[src/rtl/i2c_target.sv]
// i2c_target: 7-bit I2C target with oversampled SCL/SDA, byte-wide write and read data ports
module i2c_target #(
  parameter logic [6:0] ADDR = 7'h50
) (
  input  logic       clk,
  input  logic       rst,
  input  logic       scl_i,
  input  logic       sda_i,
  output logic       sda_oe,
  output logic [7:0] rx_data,
  output logic       rx_valid,
  input  logic [7:0] tx_data,
  output logic       tx_req,
  output logic       busy
);
  localparam logic [2:0] S_IDLE     = 3'd0;
  localparam logic [2:0] S_ADDR     = 3'd1;
  localparam logic [2:0] S_ADDR_ACK = 3'd2;
  localparam logic [2:0] S_WR_DATA  = 3'd3;
  localparam logic [2:0] S_WR_ACK   = 3'd4;
  localparam logic [2:0] S_RD_DATA  = 3'd5;
  localparam logic [2:0] S_RD_ACK   = 3'd6;
  logic [1:0] scl_s, sda_s;
  logic       scl_h, sda_h;
  logic [2:0] state, cnt;
  logic [7:0] shift;
  logic       rw, ph;
  logic       scl, sda, scl_rise, scl_fall, start, stop;
  logic [7:0] byte_in;
  assign scl      = scl_s[1];
  assign sda      = sda_s[1];
  assign scl_rise = scl & ~scl_h;
  assign scl_fall = ~scl & scl_h;
  assign start    = scl & scl_h & sda_h & ~sda;
  assign stop     = scl & scl_h & ~sda_h & sda;
  assign byte_in  = {shift[6:0], sda};
  // ph splits each ACK slot: 0 = waiting to take/see the ACK bit, 1 = waiting for the edge that ends it
  always_ff @(posedge clk) begin
    if (rst) begin
      scl_s    <= 2'b11;
      sda_s    <= 2'b11;
      scl_h    <= 1'b1;
      sda_h    <= 1'b1;
      state    <= S_IDLE;
      cnt      <= 3'd0;
      shift    <= 8'h00;
      rw       <= 1'b0;
      ph       <= 1'b0;
      sda_oe   <= 1'b0;
      rx_data  <= 8'h00;
      rx_valid <= 1'b0;
      tx_req   <= 1'b0;
      busy     <= 1'b0;
    end else begin
      scl_s    <= {scl_s[0], scl_i};
      sda_s    <= {sda_s[0], sda_i};
      scl_h    <= scl;
      sda_h    <= sda;
      rx_valid <= 1'b0;
      tx_req   <= 1'b0;
      if (start) begin
        state  <= S_ADDR;
        cnt    <= 3'd0;
        sda_oe <= 1'b0;
        busy   <= 1'b0;
      end else if (stop) begin
        state  <= S_IDLE;
        sda_oe <= 1'b0;
        busy   <= 1'b0;
      end else begin
        case (state)
          S_ADDR: if (scl_rise) begin
            shift <= byte_in;
            cnt   <= cnt + 3'd1;
            if (cnt == 3'd7) begin
              if (byte_in[7:1] == ADDR) begin
                state  <= S_ADDR_ACK;
                busy   <= 1'b1;
                rw     <= byte_in[0];
                tx_req <= byte_in[0];
                ph     <= 1'b0;
              end else begin
                state <= S_IDLE;
              end
            end
          end
          S_ADDR_ACK, S_WR_ACK: if (scl_fall) begin
            if (!ph) begin
              sda_oe <= 1'b1;
              ph     <= 1'b1;
            end else if (rw) begin
              shift  <= {tx_data[6:0], 1'b0};
              sda_oe <= ~tx_data[7];
              cnt    <= 3'd0;
              state  <= S_RD_DATA;
            end else begin
              sda_oe <= 1'b0;
              cnt    <= 3'd0;
              state  <= S_WR_DATA;
            end
          end
          S_WR_DATA: if (scl_rise) begin
            shift <= byte_in;
            cnt   <= cnt + 3'd1;
            if (cnt == 3'd7) begin
              rx_data  <= byte_in;
              rx_valid <= 1'b1;
              state    <= S_WR_ACK;
              ph       <= 1'b0;
            end
          end
          // MSB was already placed on SDA by the edge that ended the ACK slot
          S_RD_DATA: if (scl_fall) begin
            if (cnt == 3'd7) begin
              sda_oe <= 1'b0;
              state  <= S_RD_ACK;
              ph     <= 1'b0;
            end else begin
              sda_oe <= ~shift[7];
              shift  <= {shift[6:0], 1'b0};
              cnt    <= cnt + 3'd1;
            end
          end
          S_RD_ACK: if (!ph && scl_rise) begin
            if (sda) begin
              state <= S_IDLE;
              busy  <= 1'b0;
            end else begin
              tx_req <= 1'b1;
              ph     <= 1'b1;
            end
          end else if (ph && scl_fall) begin
            shift  <= {tx_data[6:0], 1'b0};
            sda_oe <= ~tx_data[7];
            cnt    <= 3'd0;
            state  <= S_RD_DATA;
          end
          default: ;
        endcase
      end
    end
  end
endmodule

[config.mk]
export PLATFORM = sky130hd
export DESIGN_NAME = i2c_target
export DESIGN_NICKNAME = d
export VERILOG_FILES = /design/src/rtl/i2c_target.sv
export SDC_FILE = /design/constraint.sdc
export NUM_CORES = 1
export LEC_CHECK = 0
export CAP_MARGIN = 15
export CORE_AREA = 5 5 79 81
export DETAILED_ROUTE_END_ITERATION = 10
export DIE_AREA = 0 0 84 86
export DONT_BUFFER_PORTS = 1
export PLACE_DENSITY = 0.45
export SLEW_MARGIN = 30
export SYNTH_ARGS = -nofsm -noshare
export SYNTH_HDL_FRONTEND = slang
export SYNTH_SLANG_ARGS = --single-unit
[constraint.sdc]
create_clock -name clk -period 2.3 [get_ports clk]
set_input_delay 0.69 -clock clk [delete_from_list [all_inputs] [get_ports clk]]
set_output_delay 0.69 -clock clk [all_outputs]
set_load 0.02 [all_outputs]
Word level (Yosys, flattened, before mapping)
Index checks and enable logic that the tools add are counted.

Register bits after elaboration: 34. Logic and storage cells: 156. Output and inout port bits: 12. Memory bits (writable): 0. Bits in latches: 0. Bits in read-only memories: 0. Memories: 0. Input bits: 12.

Eq/ne operators: 37. Shift-type cells: 0. $lt $le $gt $ge: 0. Reductions and logical operators: 22. $add $sub $neg: 1. Mux-type cells: 64. Bitwise operators: 17. Divide/modulo/power cells: 0. $mul: 0.

Operator list (count): 8-bit 2-to-1 mux (8); 3-bit 2-to-1 mux (19); 11-bit AND reduction (4); 2-bit inequality test (second input constant) (16); 4-bit inequality test (second input constant) (8); 8-bit case mux with 4 select lines (1); 1-bit 2-to-1 mux (29); 3-bit case mux with 5 select lines (1); 3-bit == test (second input constant) (4); 3-bit case mux with 4 select lines (1); 6-bit AND reduction (2); 5-bit inequality test (second input constant) (2); 1-bit inverter (10); 5-bit AND reduction (2); 9-bit AND reduction (1); 1-bit AND (7); 7-bit == test (second input constant) (1); 7-bit nonzero test (1); 3-bit by 2-bit == test with 1-bit output (second input constant) (2); 3-bit inequality test (second input constant) (2); 2-bit OR reduction (3); 1-bit case mux with 5 select lines (1); 5-bit nonzero test (1); 5-bit OR reduction (1); other kinds (12) (14).

Logic depth before layout (Yosys ltp)
Gate-level depths: netlist of run 1.

Depth after elaboration: 8. Mapped depth: 9. Mapped depth without buffers: 7.

Least setup slack after synthesis of run 1
Ideal clock, no wire load.

Path kind: reg-to-reg. Start point: reg cnt[0]. End point: reg shift[0]. Path buffers: 2. Data required time: 2.229 ns. Slack: 0.268 ns. Cell stages (with the launch flop): 10. Period minus slack after synthesis: 2.032 ns. Library setup time: 0.071 ns. Data arrival time: 1.961 ns. Path through: dfxtp_1 > ha_1 > ha_1 > buf_2 > and4b_1 > a211o_1 > a211oi_4 > buf_6 > nand4_1 > a21oi_1.

Cells in the longest elaborated chain, start to end: 3.

Ends and longest elaborated chain: start, declared (line 25) `logic [2:0] state, cnt;`; start signal, assigned (line 74) `cnt <= cnt + 3'd1;`; start signal, assigned (line 104) `cnt <= cnt + 3'd1;`; start signal, assigned (line 121) `cnt <= cnt + 3'd1;`; 3-bit == test (line 114) `if (cnt == 3'd7) begin`; 2-bit inequality test (no source line); 11-bit AND reduction (no source line); end signal, assigned (line 103) `shift <= byte_in;`; end signal, assigned (line 120) `shift <= {shift[6:0], 1'b0};`; end signal, assigned (line 133) `shift <= {tx_data[6:0], 1'b0};`; end, declared (line 26) `logic [7:0] shift;`.

Every way passes these cells. A chain may end at the register's enable or synchronous reset.

Worst setup path after layout of run 1
Start point: reg state[0]. End point: reg state[0].

Cells in the longest elaborated chain, start to end: 5. Elaborated cells between the ends (all ways): 22. Classes of those cells: 16 x eq/ne; 3 x mux; 3 x reduce/logical.

Ends and longest elaborated chain: start, declared (line 25); start signal, assigned (line 44) `state <= S_IDLE;`; start signal, assigned (line 62) `state <= S_ADDR;`; start signal, assigned (line 67) `state <= S_IDLE;`; 3-bit by 2-bit == test with 1-bit output / 3-bit == test (equally long branches) (line 71) `case (state)`; 2-bit OR reduction (line 71); 3-bit case mux with 5 select lines (line 71); 1-bit 2-to-1 mux (line 66) `end else if (stop) begin`; 1-bit 2-to-1 mux (line 61) `if (start) begin`.

Several ways; a longest one is shown, not always the timed one.

==> results of run 1 <==
[cell usage after synthesis, types with 3 or more instances]
cell type and count:
a211oi_1 4, a21oi_1 16, a311oi_1 7, a31oi_1 3, and4b_1 3, buf_2 6, clkbuf_1 5, dfxtp_1 34
mux2i_1 18, nand2_1 4, nand2b_1 4, nand3_1 4, nand3b_1 3, nand4_1 3, nor2_1 20, nor2b_1 7
nor3_1 5, or2_2 7
[critical path, delay by kind of cell (launching register included)]
| family | cells | cell delay, ns |
|---|---|---|
| DFF | 1 | 0.58 |
| buffers and inverters | 1 | 0.24 |
| and+or+nand+nor | 2 | 0.69 |
| muxes | 1 | 0.20 |
| AOI/OAI and AO/OA | 2 | 0.30 |
[power by group]
group | internal, W | switching (W)
registers | 0.000593 | 0.00000669
logic | 0.0000171 | 0.0000198
clock network | 0.000203 | 0.000203
total | 0.000813 | 0.000230
[worst max path at each step]
stage,start,endpoint,slack (ns),cells after the start
finish,state[0]$_SDFFE_PP0P_,state[0]$_SDFFE_PP0P_,0.22,6
global route,state[0]$_SDFFE_PP0P_,shift[6]$_SDFFE_PP0P_,0.1,7
CTS,state[0]$_SDFFE_PP0P_,shift[5]$_SDFFE_PP0P_,0.19,3
detailed placement,state[0]$_SDFFE_PP0P_,shift[7]$_SDFFE_PP0P_,0.22,3
global placement,state[1]$_SDFFE_PP0P_,shift[7]$_SDFFE_PP0P_,0.26,6
floorplan,cnt[0]$_SDFFE_PP0P_,shift[0]$_SDFFE_PP0P_,0.27,9
[kinds of logic after synthesis]
kind of cell	count (synthesis)	share of synthesized area
flip-flops	34	0.3676
adder cells (fa/ha/maj)	2	0.01351
AND/OR/NAND/NOR	78	0.2527
AO/OA/AOI/OAI	54	0.2128
multiplexers	18	0.09730
XOR/XNOR	2	0.009461
buffers and inverters	16	0.04663
[through the flow]
stage | setup slack [ns] | instance area [µm²] | hold slack (ns) | cells
floorplan | 0.2684 | 1852 | 0.3895 | 204
global placement | 0.2606 | 1921 | 0.3938 | 268
detailed placement | 0.2231 | 1921 | 0.3961 | 268
CTS | 0.1923 | 1999 | 0.4124 | 275
global route | 0.09597 | 2004 | 0.4300 | 275
finish | 0.2178 | 2004 | 0.4115 | 275
[state kept, by name, indices dropped and copies added, names as in the netlist, 2 cells and up]
register,flops
rx_data,8
shift,8
scl_s,2
sda_s,2
cnt,3
state,3
[per-layer routing]
| layer | share of wire | vias up | routed length, µm |
|---|---|---|---|
| li1 | - | 758 | - |
| met1 | 0.46 | 721 | 2139 |
| met4 | 0.028 | 0 | 131 |
| met2 | 0.45 | 38 | 2056 |
| met5 | 0 | - | 0 |
| met3 | 0.061 | 12 | 282 |
[area by class of cell]
type	count	area (µm²)
fillers	590	3401
repair buffers	6	57.56
inverters	2	7.507
clock buffers	5	68.82
clock inverters	2	10.01
well taps	72	90.09
multi-input cells	154	1089
flip-flops and latches	34	681.9
==> metrics, run 1 <==
CTS tree yes; top_reg_cell synth dfxtp_1; Setup Skew 0.005285 ns; initial antenna violation count 0; P_leak 0.6604 nW; synthesized instance count 204; Die H 86 µm; Worst Hold Class flop to flop; post-route minimum period 2.082 ns; worst relative slew slack 0.5336; first-pass detailed-route iteration total 5; crit-path cells buf_4 > nand3b_1 > o2bb2ai_1 > or4_4 > a21oi_1 > mux2i_1; crit path max fanout 15; hold path endpoint scl_s[1]$_SDFF_PP1_; CTS resizes 0; Syn Std Cell Area 1852 µm²; worst path arrival time 2.30 ns; slew at the pin closest to its max-slew limit 0.6955 ns; # diodes 0; met2 track demand over resource 0.2039; CP Launch Type flop; Post-Syn Area per Cell 9.077 µm²; fraction of layout cells with a size suffix above 1 0.1576; Vias 1529; highest clock rate 0.4803 GHz; largest net degree at the start of global routing 32; io pins 24; Final Max Slew Viols 0; status completed; largest cells by area after synthesis dfxtp_1 37%, mux2i_1 9.7%, a21oi_1 4.3%; CP max stage cell dfxtp_1; first-iteration detailed-routing DRC count 146; hold depth 1; Final Setup Violations 0; FF+latch count, synth 34; worst reg2reg endpoint state[0]$_SDFFE_PP0P_; number of global-route vias before repair 1504; CTS Buf Count 5; clock sinks 34; port bufs 0; clk_lat worst skew 0.28 ns; final hold vios 0; most common cell after layout, fill and taps aside dfxtp_1; GR Util met3 0.04419; Crit. End Element flop; vias per cell 5.560; Worst Hold Launch scl_s[0]$_SDFF_PP1_; maximum VDD drop 0.0002731 V; number of synthesized flops with an enable pin 0; GRT overflow 0; Die W 84 µm; worst reg2reg startpoint state[0]$_SDFFE_PP0P_; Synth top area share 0.3676; Post-Syn Nets 218; full die area 7224 µm²; DP HPWL 3.339 mm; Layout Nets 217; GRT met1 Usage 0.1685; Worst R2R Path Depth 6; period utilization 0.9053; synth unique cells 55; H-tree levels 2; Initial Util 0.3426; post-DR wirelength/cell 16.76 µm; Crit Path Class flop to flop; Power Density 520.4 nW/µm²; Max-cap violations 0; Setup Fix Bufs, Post-CTS 0; Reg clk slew, reported paths 0.07 ns; core area 5405 µm²; CP required 2.52 ns; setup TNS 0 ns; CTS root buf clkbuf_8; hold bufs inserted after CTS 0; most frequent cells in the layout 33 x dfxtp_1, 20 x nor2_1, 18 x mux2i_1; unrepaired setup endpoints after global routing false; Final Util 0.3708; total track usage 0.1324; WL final 4.609 mm; ys async rst share 0; Synth area leader dfxtp_1; part of the Yosys area used for sequential elements 0.3676; area grow syn2layout 8.243%; global-route wire length before repair 7.659 mm; clock buffer depth 2; Final Power 0.001043 W; final RePlAce weighted congestion 0.8995; drc violations 0; YS warnings 0; Worst R2R Setup Slack 0.22 ns; Crit path largest cell delay 0.58 ns; post-route ant nets 0; global route hottest layer met2; Cell Rows 27
Power figures use the tool's default switching activity.
==> run 2: changes to the inputs <==
==> constraint.sdc (replaced) <==
create_clock -name clk -period 2.3 [get_ports clk]
set_input_delay 0.69 -clock clk [delete_from_list [all_inputs] [get_ports clk]]
set_output_delay 0.69 -clock clk [all_outputs]
set_load 0.005 [all_outputs]
==> results of run 2 <==
Same layout as run 1 (identical final DEF). Status: completed.
